--- src/rtl/timer_control.sv ---
// Timer control block: register file, prescaled count-clock generator and clear/interrupt sequencing for an external counter.
// Latency: register writes land on the strobe edge; RData is registered, one cycle after a read strobe; a clear follows its cause by one cycle.
// Backpressure: none. Every access completes in its strobe cycle, and a clear requested during a clear cycle is absorbed.
//
// Ports:
//   Clock, Reset       system clock and asynchronous active-high reset
//   Sel, Write, Addr   one-cycle register strobe, direction and select
//                      (0 TCR, 1 TCMP, 2 TSR, 3 TIER, 4 TCNT read-only)
//   WData, RData       write data and registered read data
//   Irq                level interrupt, (OVF&OVIE)|(CMF&CMIE)
//   CounterClock       generated count clock
//   CounterEdge        count edge mode taken straight from TCR
//   CounterClear       counter clear, high while the FSM sits in CLR
//   TCNT, Overflow     counter value and saturation flag from the counter
//
// BIT_WIDTH must be at least 8, because TCR occupies the low 8 bits of the bus.
module timer_control #(
    parameter int BIT_WIDTH = 8
) (
    input  logic                 Clock,
    input  logic                 Reset,
    input  logic                 Sel,
    input  logic                 Write,
    input  logic [2:0]           Addr,
    input  logic [BIT_WIDTH-1:0] WData,
    output logic [BIT_WIDTH-1:0] RData,
    output logic                 Irq,
    output logic                 CounterClock,
    output logic [1:0]           CounterEdge,
    output logic                 CounterClear,
    input  logic [BIT_WIDTH-1:0] TCNT,
    input  logic                 Overflow
);

    typedef enum logic [1:0] {
        IDLE = 2'd0,
        RUN  = 2'd1,
        CLR  = 2'd2
    } state_t;

    state_t state, state_nxt;

    // register file
    logic                 tcr_en;
    logic [1:0]           tcr_edge;
    logic [2:0]           tcr_cks;
    logic                 tcr_arl;
    logic [BIT_WIDTH-1:0] tcmp;
    logic                 tsr_ovf;
    logic                 tsr_cmf;
    logic                 tier_ovie;
    logic                 tier_cmie;

    // timing and edge-detect state
    logic [6:0]           presc;
    logic                 cclk;
    logic [BIT_WIDTH-1:0] tcnt_q;
    logic                 ovfl_q;

    logic                 bus_wr;
    logic                 bus_rd;
    logic                 tcr_wr;
    logic                 tcmp_wr;
    logic                 tsr_wr;
    logic                 tier_wr;
    logic                 clr_wr;
    logic                 en_eff;
    logic                 cmp_evt;
    logic                 ovf_evt;
    logic                 auto_clr;
    logic [6:0]           presc_mask;
    logic                 tick;
    logic [BIT_WIDTH-1:0] rd_val;

    assign bus_wr  = Sel & Write;
    assign bus_rd  = Sel & ~Write;
    assign tcr_wr  = bus_wr && (Addr == 3'd0);
    assign tcmp_wr = bus_wr && (Addr == 3'd1);
    assign tsr_wr  = bus_wr && (Addr == 3'd2);
    assign tier_wr = bus_wr && (Addr == 3'd3);
    assign clr_wr  = tcr_wr & WData[7];

    // Leaving CLR looks at the enable as it will be after this edge. A
    // disable written during the clear cycle therefore goes straight to
    // IDLE, with no stray RUN cycle between the clear and the stop.
    assign en_eff = tcr_wr ? WData[0] : tcr_en;

    // The compare event needs the counter to move onto TCMP. Rewriting TCMP
    // to the value the counter already holds does not fire it, because the
    // previous count already matches.
    assign cmp_evt  = (TCNT == tcmp) && (tcnt_q != tcmp);
    assign ovf_evt  = Overflow & ~ovfl_q;
    assign auto_clr = tcr_arl & (cmp_evt | ovf_evt);

    // The low CKS bits set: CKS=0 gives an empty mask, so there is a tick every cycle.
    assign presc_mask = ~(7'h7f << tcr_cks);
    assign tick       = (state == RUN) && ((presc & presc_mask) == presc_mask);

    // next state
    always_comb begin
        state_nxt = state;
        case (state)
            IDLE: begin
                if (clr_wr)
                    state_nxt = CLR;
                else if (tcr_en)
                    state_nxt = RUN;
            end
            RUN: begin
                if (clr_wr || auto_clr)
                    state_nxt = CLR;
                else if (!tcr_en)
                    state_nxt = IDLE;
            end
            // A single clear cycle. Requests that arrive here are dropped.
            CLR: begin
                state_nxt = en_eff ? RUN : IDLE;
            end
            default: state_nxt = CLR;
        endcase
    end

    always_ff @(posedge Clock or posedge Reset) begin
        if (Reset)
            state <= CLR;
        else
            state <= state_nxt;
    end

    // read mux; unused and reserved bits read as zero
    always_comb begin
        rd_val = '0;
        case (Addr)
            3'd0: rd_val[6:0] = {tcr_arl, tcr_cks, tcr_edge, tcr_en};
            3'd1: rd_val      = tcmp;
            3'd2: rd_val[1:0] = {tsr_cmf, tsr_ovf};
            3'd3: rd_val[1:0] = {tier_cmie, tier_ovie};
            3'd4: rd_val      = TCNT;
            default: rd_val   = '0;
        endcase
    end

    // registers, prescaler and count clock
    always_ff @(posedge Clock or posedge Reset) begin
        if (Reset) begin
            tcr_en    <= 1'b0;
            tcr_edge  <= 2'b00;
            tcr_cks   <= 3'd0;
            tcr_arl   <= 1'b0;
            tcmp      <= '1;
            tsr_ovf   <= 1'b0;
            tsr_cmf   <= 1'b0;
            tier_ovie <= 1'b0;
            tier_cmie <= 1'b0;
            presc     <= 7'd0;
            cclk      <= 1'b0;
            tcnt_q    <= '0;
            ovfl_q    <= 1'b0;
            RData     <= '0;
        end else begin
            if (tcr_wr) begin
                tcr_en   <= WData[0];
                tcr_edge <= WData[2:1];
                tcr_cks  <= WData[5:3];
                tcr_arl  <= WData[6];
            end
            if (tcmp_wr)
                tcmp <= WData;
            if (tier_wr) begin
                tier_ovie <= WData[0];
                tier_cmie <= WData[1];
            end

            // A set event wins over a simultaneous write-one-to-clear.
            tsr_ovf <= ovf_evt | (tsr_ovf & ~(tsr_wr & WData[0]));
            tsr_cmf <= cmp_evt | (tsr_cmf & ~(tsr_wr & WData[1]));

            presc <= (state == RUN) ? presc + 7'd1 : 7'd0;

            // No tick outside RUN, so the count clock holds its level when stopped.
            if (tick)
                cclk <= ~cclk;

            tcnt_q <= TCNT;
            ovfl_q <= Overflow;

            if (bus_rd)
                RData <= rd_val;
        end
    end

    assign Irq          = (tsr_ovf & tier_ovie) | (tsr_cmf & tier_cmie);
    assign CounterClock = cclk;
    assign CounterEdge  = tcr_edge;
    assign CounterClear = (state == CLR);

endmodule

--- config.mk ---
export PLATFORM = sky130hd
export DESIGN_NAME = timer_control
export DESIGN_NICKNAME = d
export VERILOG_FILES = /design/src/rtl/timer_control.sv
export SDC_FILE = /design/constraint.sdc
export NUM_CORES = 1
export LEC_CHECK = 0
export ABC_AREA = 1
export BUFFER_PORTS_ARGS = -buffer_cell sky130_fd_sc_hd__clkbuf_2
export CORE_ASPECT_RATIO = 0.7
export CORE_UTILIZATION = 40
export CTS_CLUSTER_SIZE = 20
export DETAILED_ROUTE_END_ITERATION = 7
export GPL_ROUTABILITY_DRIVEN = 1
export GPL_TIMING_DRIVEN = 0
export HOLD_SLACK_MARGIN = 0.02
export SETUP_SLACK_MARGIN = 0.1
export SLEW_MARGIN = 30
export SYNTH_ARGS = -nofsm -noshare
export SYNTH_HDL_FRONTEND = slang
export SYNTH_SLANG_ARGS = --single-unit
--- constraint.sdc ---
create_clock -name Clock -period 3.1 [get_ports Clock]
set_clock_uncertainty 0.05 [all_clocks]
set_input_delay 0 -clock Clock [delete_from_list [all_inputs] [get_ports Clock]]
set_output_delay 0 -clock Clock [all_outputs]
set_load 0.05 [all_outputs]
[Word-level counts from Yosys, hierarchy flattened]
Index checks and enable logic that the tools add are counted.
Storage, ports and cells
  register bits after elaboration: 46
  input port bits: 24
  logic and storage cells: 71
Operators by class
  reductions and logical operators: 10
  multiplexer cells: 11
  eq/ne operators: 11
  shifts and indexed selects: 1
  bitwise logic cells: 22
  $add $sub $neg: 1
Operators by type and width (count)
  5-bit one-hot mux with 3 select lines: 1
  1-bit AND: 11
  2-bit one-hot mux with 5 select lines: 1
  8-bit == test: 1
  2-bit 2-to-1 mux: 4
  8-bit inequality test: 1
  7-bit by 1-bit adder with 7-bit output, second input constant: 1
  7-bit AND: 1
  7-bit == test: 1
  7-bit 2-to-1 mux: 1
  7-bit inverter: 1
  7-bit by 3-bit << shifter with 7-bit output, first input constant: 1
  3-bit by 2-bit == test with 1-bit output, second input constant: 2
  1-bit logical AND: 6
  2-bit one-hot mux with 3 select lines: 1
  1-bit inverter: 5
  1-bit bitwise OR: 4
  3-bit by 1-bit == test with 1-bit output, second input constant: 1
  3-bit == test, second input constant: 1
  3-bit logical NOT: 1
  3-bit by 2-bit inequality test with 1-bit output, second input constant: 1
  3-bit inequality test, second input constant: 1
  2-bit by 1-bit == test with 1-bit output, second input constant: 1
  2-bit == test, second input constant: 1
  other kinds (5): 6

[Depth between registers and ports, before layout]
Gate-level depths: netlist (run 1).
  word-level depth: 7
  depth in mapped cells: 12
  mapped depth without buffers: 12

[Least setup slack after synthesis (run 1)]
Ideal clock, no wire load.
  path type: flip-flop to flip-flop
  from: reg state[1]
  to: reg state[0]
  period minus slack after synthesis: 1.703 ns
  arrival: 1.580 ns
  stages on the path, launching flop included: 7
  setup time: 0.073 ns
  required time: 2.977 ns
  path slack: 1.397 ns
  path through: dfstp_2 inv_1 nor2_1 nand2_1 nand2_1 inv_1 a21oi_2
RTL lines
  from (decl): RTL line 41  | state_t state, state_nxt;
  from (signal assigned): RTL line 127  | state <= state_nxt;
  2-bit == test
  via CounterClear: RTL line 30  | output logic CounterClear,
  2-bit one-hot mux with 3 select lines: RTL line 102  | case (state)
The timed path passes the listed nets, and every way through them passes these cells.
A chain may end at the register's enable or synchronous reset.

[Worst setup path in the final report (run 1)]
  from: in Addr[2]
  to: reg tcmp[2]
Between the ends
  cells in the longest elaborated chain, start to end: 2
Ends and longest elaborated chain
  from (decl): RTL line 24  | input logic [2:0] Addr,
  3-bit by 1-bit == test with 1-bit output: RTL line 78  | assign tcmp_wr = bus_wr && (Addr == 3'd1);
  1-bit logical AND: RTL line 78
  to (signal assigned): RTL line 168  | tcmp <= WData;
  to (decl): RTL line 48  | logic [BIT_WIDTH-1:0] tcmp;
Every way passes these cells.

==> results of run 1 <==
-- metal layers --
| layer | routed length [um] | vias to the layer above | GRT usage [%] |
|---|---|---|---|
| met5 | 0 | - | 0 |
| met3 | 210 | 7 | 3.588 |
| li1 | - | 1033 | - |
| met2 | 2222 | 46 | 27.96 |
| met1 | 2830 | 950 | 29.76 |
| met4 | 58 | 0 | 6.641 |
-- layout make-up --
type / instances / area share (%)
multi-input cells: 188 / 32.57
repair buffers: 57 / 13.66
plain buffers: 2 / 0.3065
clock inverters: 2 / 0.3503
flip-flops and latches: 46 / 40.67
well taps: 72 / 3.152
clock buffers: 6 / 2.539
inverters: 50 / 6.743
-- worst paths after layout --
path	end	slack (ps)	cells past startpoint
max reg2reg	state[0]$_DFFE_PP0P_	1540	11
min	RData[7]$_DFFE_PP0P_	60	4
max	tcmp[2]$_DFFE_PP1P_	1520	8
max in group asynchronous	RData[6]$_DFFE_PP0P_	2350	3
min in group asynchronous	state[0]$_DFFE_PP0P_	250	3
min reg2reg	CounterClock$_DFFE_PP0P_	440	1
-- critical path, cell delays in order --
cell and delay (ps):
dlygate4sd3_1 530, clkbuf_2 120, inv_1 220, nand3_2 180, inv_1 200, nand2_2 120, buf_2 210, o21ai_0 170
-- kinds of logic (layout without fill, tap and decap cells) --
family / Yosys count / after routing / share of synthesized area [%]
simple gates: 134 / 134 / 24.56
buf+inv: 52 / 117 / 8.679
flops: 46 / 46 / 50.71
compound gates: 45 / 45 / 12.01
xor+xnor: 4 / 4 / 1.528
mux: 4 / 4 / 1.965
fa+ha+maj: 1 / 1 / 0.5458
-- power groups by stage --
stage / Clock [mW] / Combinational [mW] / Sequential (mW)
global placement: 0 / 0.466 / 0.807
CTS: 0.380 / 0.495 / 0.798
finish: 0.363 / 0.491 / 0.798
floorplan: 0 / 0.265 / 0.884
global route: 0.401 / 0.548 / 0.814
detailed placement: 0 / 0.472 / 0.808
-- flip-flops by register name, summed over array words and instances, names as in the netlist --
register      flops
RData             8
tcmp              8
tcnt_q            8
presc             7
tcr_cks           3
CounterEdge       2
state             2
CounterClock      1
ovfl_q            1
tcr_arl           1
tcr_en            1
tier_cmie         1
tier_ovie         1
tsr_cmf           1
tsr_ovf           1
-- per-stage QoR --
stage / cells / utilization (%) / hold WS [ps]
finish: 423 / 53.24 / 60.95
CTS: 423 / 53.24 / 49.13
global route: 423 / 53.24 / 101.9
global placement: 394 / 47.74 / 78.11
floorplan: 286 / - / -18.57
detailed placement: 394 / 47.79 / 49.40
-- layout by cell type, fill, tap and decap left out, types with 2 or more instances in the layout --
| cell | instances |
|---|---|
| inv_1 | 48 |
| o22ai_1 | 6 |
| nor2_1 | 27 |
| inv_4 | 2 |
| a21oi_1 | 8 |
| dlygate4sd3_1 | 21 |
| o21ai_0 | 16 |
| xnor2_1 | 4 |
| clkbuf_2 | 36 |
| dfstp_2 | 9 |
| clkbuf_8 | 5 |
| nor3_1 | 3 |
| o221ai_1 | 4 |
| nand3_1 | 3 |
| a31oi_1 | 4 |
| nand2_1 | 92 |
| nand4_1 | 2 |
| mux2_2 | 4 |
| dfrtp_1 | 37 |
| clkinv_2 | 2 |
| nor3b_1 | 2 |
-- what timing repair did --
item | 4_1_cts | 5_1_grt
endpoints found under the hold margin | 67 | 0
buffers inserted | 0 | 0
hold buffers | 21 | 0
endpoints found under the setup margin | 0 | 0
==> flow_summary.json, run 1 <==
{
  "run_status": "complete, no violations",
  "regArea_um2": 1162,
  "synth_nets": 311,
  "post_drt_via_cell_ratio": 4.813,
  "grt_pass1_wl_um": 9011,
  "final_cell_area_um2": 2858,
  "period_needed_ps": 1580,
  "cp.required_ps": 3280,
  "h-tree-depth": 2,
  "min_path_type": "in2reg",
  "overflow": 0,
  "numCtsBuffers": 5,
  "port-buffer-count": 36,
  "core_um2": 5368,
  "grt_max_degree": 47,
  "rows": 22,
  "fin_ws_ps": 1520,
  "crit_path_end_kind": "flip-flop",
  "cts_resized": 0,
  "tightest_slew_ps": 565.4,
  "nets": 375,
  "synth.cell_area_um2": 2292,
  "power_frac_comb_pct": 29.7,
  "setup_viol": 0,
  "max_freq_ghz": 0.6331,
  "slew_violations": 0,
  "place_area_um2": 2565,
  "grt_pass1_vias": 1875,
  "path_class": "in2reg",
  "firstDrtPassIters": 5,
  "cap_violations": 0,
  "ys_ff_latch": 46,
  "dieArea_um2": 6042,
  "io_pins": 37,
  "synth_area_per_cell_um2": 8.015,
  "ctsRootBufferMaster": "clkbuf_8",
  "drc": 0,
  "power_mw": 1.651,
  "crit_path_start_kind": "input port",
  "multi_input_area_um2": 930.9,
  "drt-total-wl_um": 5322,
  "ys_top_cells_by_area": "dfrtp_1 (40%), nand2_1 (15%), dfstp_2 (10%), inv_1 (8.0%), nor2_1 (4.4%)",
  "clkPwrFrac_pct": 22.0,
  "finalHoldViolations": 0,
  "synth_top_area_share_pct": 40.39,
  "fin_crit_sh_pct": 50.96,
  "cts_sinks": 46,
  "setup_tns_ps": 0,
  "layout-drive-gt1-share_pct": 19.09,
  "synth_top_cell_by_area": "dfrtp_1",
  "pwr-share-seq_pct": 48.3,
  "cp.arrival_ps": 1760,
  "path_max_fanout": 10,
  "vias": 2036,
  "start_util_pct": 42.70,
  "post-synth-top-count-cell": "nand2_1",
  "antenna_left": 0,
  "r2r-start": "tcmp[3]$_DFFE_PP1P_",
  "min-delay-start": "Addr[0]",
  "ys.flop_type": "dfrtp_1",
  "worstSkewPairLatency_ps": 300,
  "globalplace.congestion": 0.8066,
  "slew_headroom_pct": 62.31,
  "antenna_found_initial": 0,
  "dp_hpwl_um": 3805,
  "yosys_warnings": 0,
  "switching_share_pct": 37.31,
  "syn2layout_area_growth_pct": 24.67,
  "seq_area_frac_synth_pct": 50.71,
  "tritoncts": "done",
  "drtIter0Drc": 108,
  "leakage_nw": 1.517,
  "async_reset_ff_share_pct": 100.0,
  "startpoint": "Addr[2]",
  "vdd_drop_max_uv": 237.7,
  "dieWidth_um": 92.48,
  "synthTopCellsByCount": "nand2_1 (92), inv_1 (49), dfrtp_1 (37)",
  "power.switching_uw": 616.2,
  "ys_types": 32,
  "grtUsageTotal_pct": 19.65,
  "internal-power_mw": 1.035,
  "diodes": 0,
  "routedWlPerCell_um": 12.58,
  "fp.dieH_um": 65.34,
  "power.density_nw_per_um2": 577.9,
  "clk_pin_slew_worst_paths_ps": 90,
  "dp_slack_ps": 1565,
  "rsz0062_at_grt": "false",
  "syn_inst": 286,
  "fillers": 531,
  "cts_max_path_buffers": 2,
  "synth_edf_count": 0
}
No activity file was read; power rests on OpenSTA's default activity.
==> run 2: changes to the inputs <==
==> constraint.sdc (replaced) <==
create_clock -name Clock -period 1.5 [get_ports Clock]
set_clock_uncertainty 0.05 [all_clocks]
set_input_delay 0 -clock Clock [delete_from_list [all_inputs] [get_ports Clock]]
set_output_delay 0 -clock Clock [all_outputs]
set_load 0.05 [all_outputs]
==> run 2 against run 1 <==
  * The run now ends with setup timing left
  * Cell count up 1.4%
  * Utilization up 1.8 points
  * Flip-flop and latch count unchanged
==> flow_summary.json, run 2 (same netlist as run 1, synthesis figures left out) <==
{
  "run_status": "finished with violations",
  "violations": "setup timing",
  "regArea_um2": 1162,
  "drc": 0,
  "diodes": 0,
  "crit_path_end_kind": "flip-flop",
  "crit_path_frequent_cell": "nand2_2",
  "crit_path_start_kind": "flip-flop",
  "clkPwrFrac_pct": 22.3,
  "power_mw": 3.556,
  "grt_max_degree": 47,
  "fillers": 535,
  "switching_share_pct": 37.03,
  "final_common_cell": "nand2_1",
  "worstSkewPairLatency_ps": 300,
  "cp.arrival_ps": 1680,
  "dieArea_um2": 6042,
  "overflow": 0,
  "grt_pass1_vias": 1864,
  "tightest_slew_ps": 571.9,
  "crit_path_cell_trace": "xnor2_1, nand2_1, nor2_1, nand2_1, nand2_2, nand2_2, nand2_2, nand2_2, a21oi_2",
  "drtIter0Drc": 106,
  "leakage_nw": 1.545,
  "globalplace.congestion": 0.8259,
  "antenna_found_initial": 0,
  "nets": 381,
  "path_max_fanout": 4,
  "antenna_left": 0,
  "multi_input_area_um2": 968.4,
  "slowest_stage": "dfstp_2",
  "start_util_pct": 42.70,
  "vias": 2010,
  "io_pins": 37,
  "pwr-share-seq_pct": 46.9,
  "cap_violations": 0,
  "cp.required_ps": 1670,
  "final_cell_area_um2": 2954,
  "slew_violations": 0,
  "drt-total-wl_um": 5495,
  "critical_path.max_stage_delay_ps": 580,
  "rows": 22,
  "port-buffer-count": 36,
  "dieWidth_um": 92.48,
  "numCtsBuffers": 5,
  "dp_hpwl_um": 3922,
  "vdd_drop_max_uv": 604.8,
  "cts_sinks": 46,
  "firstDrtPassIters": 4,
  "fin_ws_ps": -9.213,
  "power.density_nw_per_um2": 1204,
  "slew_headroom_pct": 61.87,
  "ctsRootBufferMaster": "clkbuf_8",
  "place_area_um2": 2572,
  "power_frac_comb_pct": 30.8,
  "power.switching_mw": 1.317,
  "core_um2": 5368,
  "final_cell_mix": "nand2_1 (87), inv_1 (41), dfrtp_1 (37)",
  "internal-power_mw": 2.240,
  "tritoncts": "done",
  "min_path_type": "in2reg",
  "fin_crit_sh_pct": 100.6,
  "setup_tns_ps": -9.213,
  "post_drt_via_cell_ratio": 4.685,
  "grt_pass1_wl_um": 9121,
  "fp.dieH_um": 65.34,
  "largestRegisters": "RData: 8 flops, tcmp: 8 flops, tcnt_q: 8 flops",
  "setup_viol": 1,
  "period_needed_ps": 1509,
  "layout-drive-gt1-share_pct": 24.65,
  "finalHoldViolations": 0,
  "syn2layout_area_growth_pct": 28.88,
  "clk_pin_slew_worst_paths_ps": 90,
  "h-tree-depth": 2,
  "path_class": "reg2reg",
  "grtUsageTotal_pct": 19.99,
  "max_freq_ghz": 0.6626,
  "cts_max_path_buffers": 2,
  "rsz0062_at_grt": "true",
  "routedWlPerCell_um": 12.81
}
[run 2: power groups by stage]
stage | sequential [mW] | clock, mW | combinational [mW]
2_1_floorplan | 1.83 | 0 | 0.553
3_3_place_gp | 1.67 | 0 | 0.970
3_5_place_dp | 1.67 | 0 | 0.987
4_1_cts | 1.66 | 0.817 | 1.07
5_1_grt | 1.70 | 0.871 | 1.22
6_report | 1.67 | 0.793 | 1.10
[run 2: repair_timing]
item | CTS | global route
endpoints found under the setup margin | 3 | 5
gates resized for setup | 7 | 11
hold buffers | 22 | 0
pin swaps | 3 | 6
endpoints found under the hold margin | 67 | 0
buffers inserted | 4 | 1
[run 2: per-layer routing]
| metal | wire, um | vias up | track usage (%) |
|---|---|---|---|
| met5 | 0 | - | 0 |
| met4 | 0 | 0 | 4.102 |
| met3 | 193 | 0 | 4.977 |
| met2 | 2383 | 36 | 28.80 |
| met1 | 2919 | 933 | 30.12 |
| li1 | - | 1041 | - |
[run 2: critical path: cells and delay by family (launching register included)]
family,cells,cell delay [ps]
xor gates and xnor gates,1,120
DFF,1,580
AOI/OAI and AO/OA,1,150
and+or+nand+nor,7,520
[run 2: stage by stage]
stage	util (%)	instances	hold WS (ps)	setup slack, ps
6_report	55.04	429	62.67	-9.213
3_3_place_gp	47.88	394	77.78	-287.8
2_1_floorplan	-	286	-18.57	167.2
5_1_grt	55.04	429	48.53	-120.8
4_1_cts	54.38	428	50.15	-21.46
3_5_place_dp	47.93	394	48.51	-44.73
[run 2: final cells by class]
type | count | area share (%)
Inverter | 50 | 6.523
Clock buffer | 7 | 2.922
Sequential cell | 46 | 39.35
Buffer | 2 | 0.2965
Tap cell | 72 | 3.050
Timing Repair Buffer | 63 | 14.91
Multi-Input combinational cell | 188 | 32.78
Clock inverter | 1 | 0.1694
[run 2: worst paths after layout]
check,cells past startpoint,slack (ps),from,endpoint
worst max-delay path,9,-9,tcmp[6]$_DFFE_PP1P_,state[0]$_DFFE_PP0P_
worst min-delay path,3,60,Write,RData[6]$_DFFE_PP0P_
worst max register to register,9,-9,tcmp[6]$_DFFE_PP1P_,state[0]$_DFFE_PP0P_
worst min register to register,1,440,CounterClock$_DFFE_PP0P_,CounterClock$_DFFE_PP0P_
max in group asynchronous,3,760,Reset,tcmp[7]$_DFFE_PP1P_
min in group asynchronous,3,260,Reset,ovfl_q$_DFF_PP0_
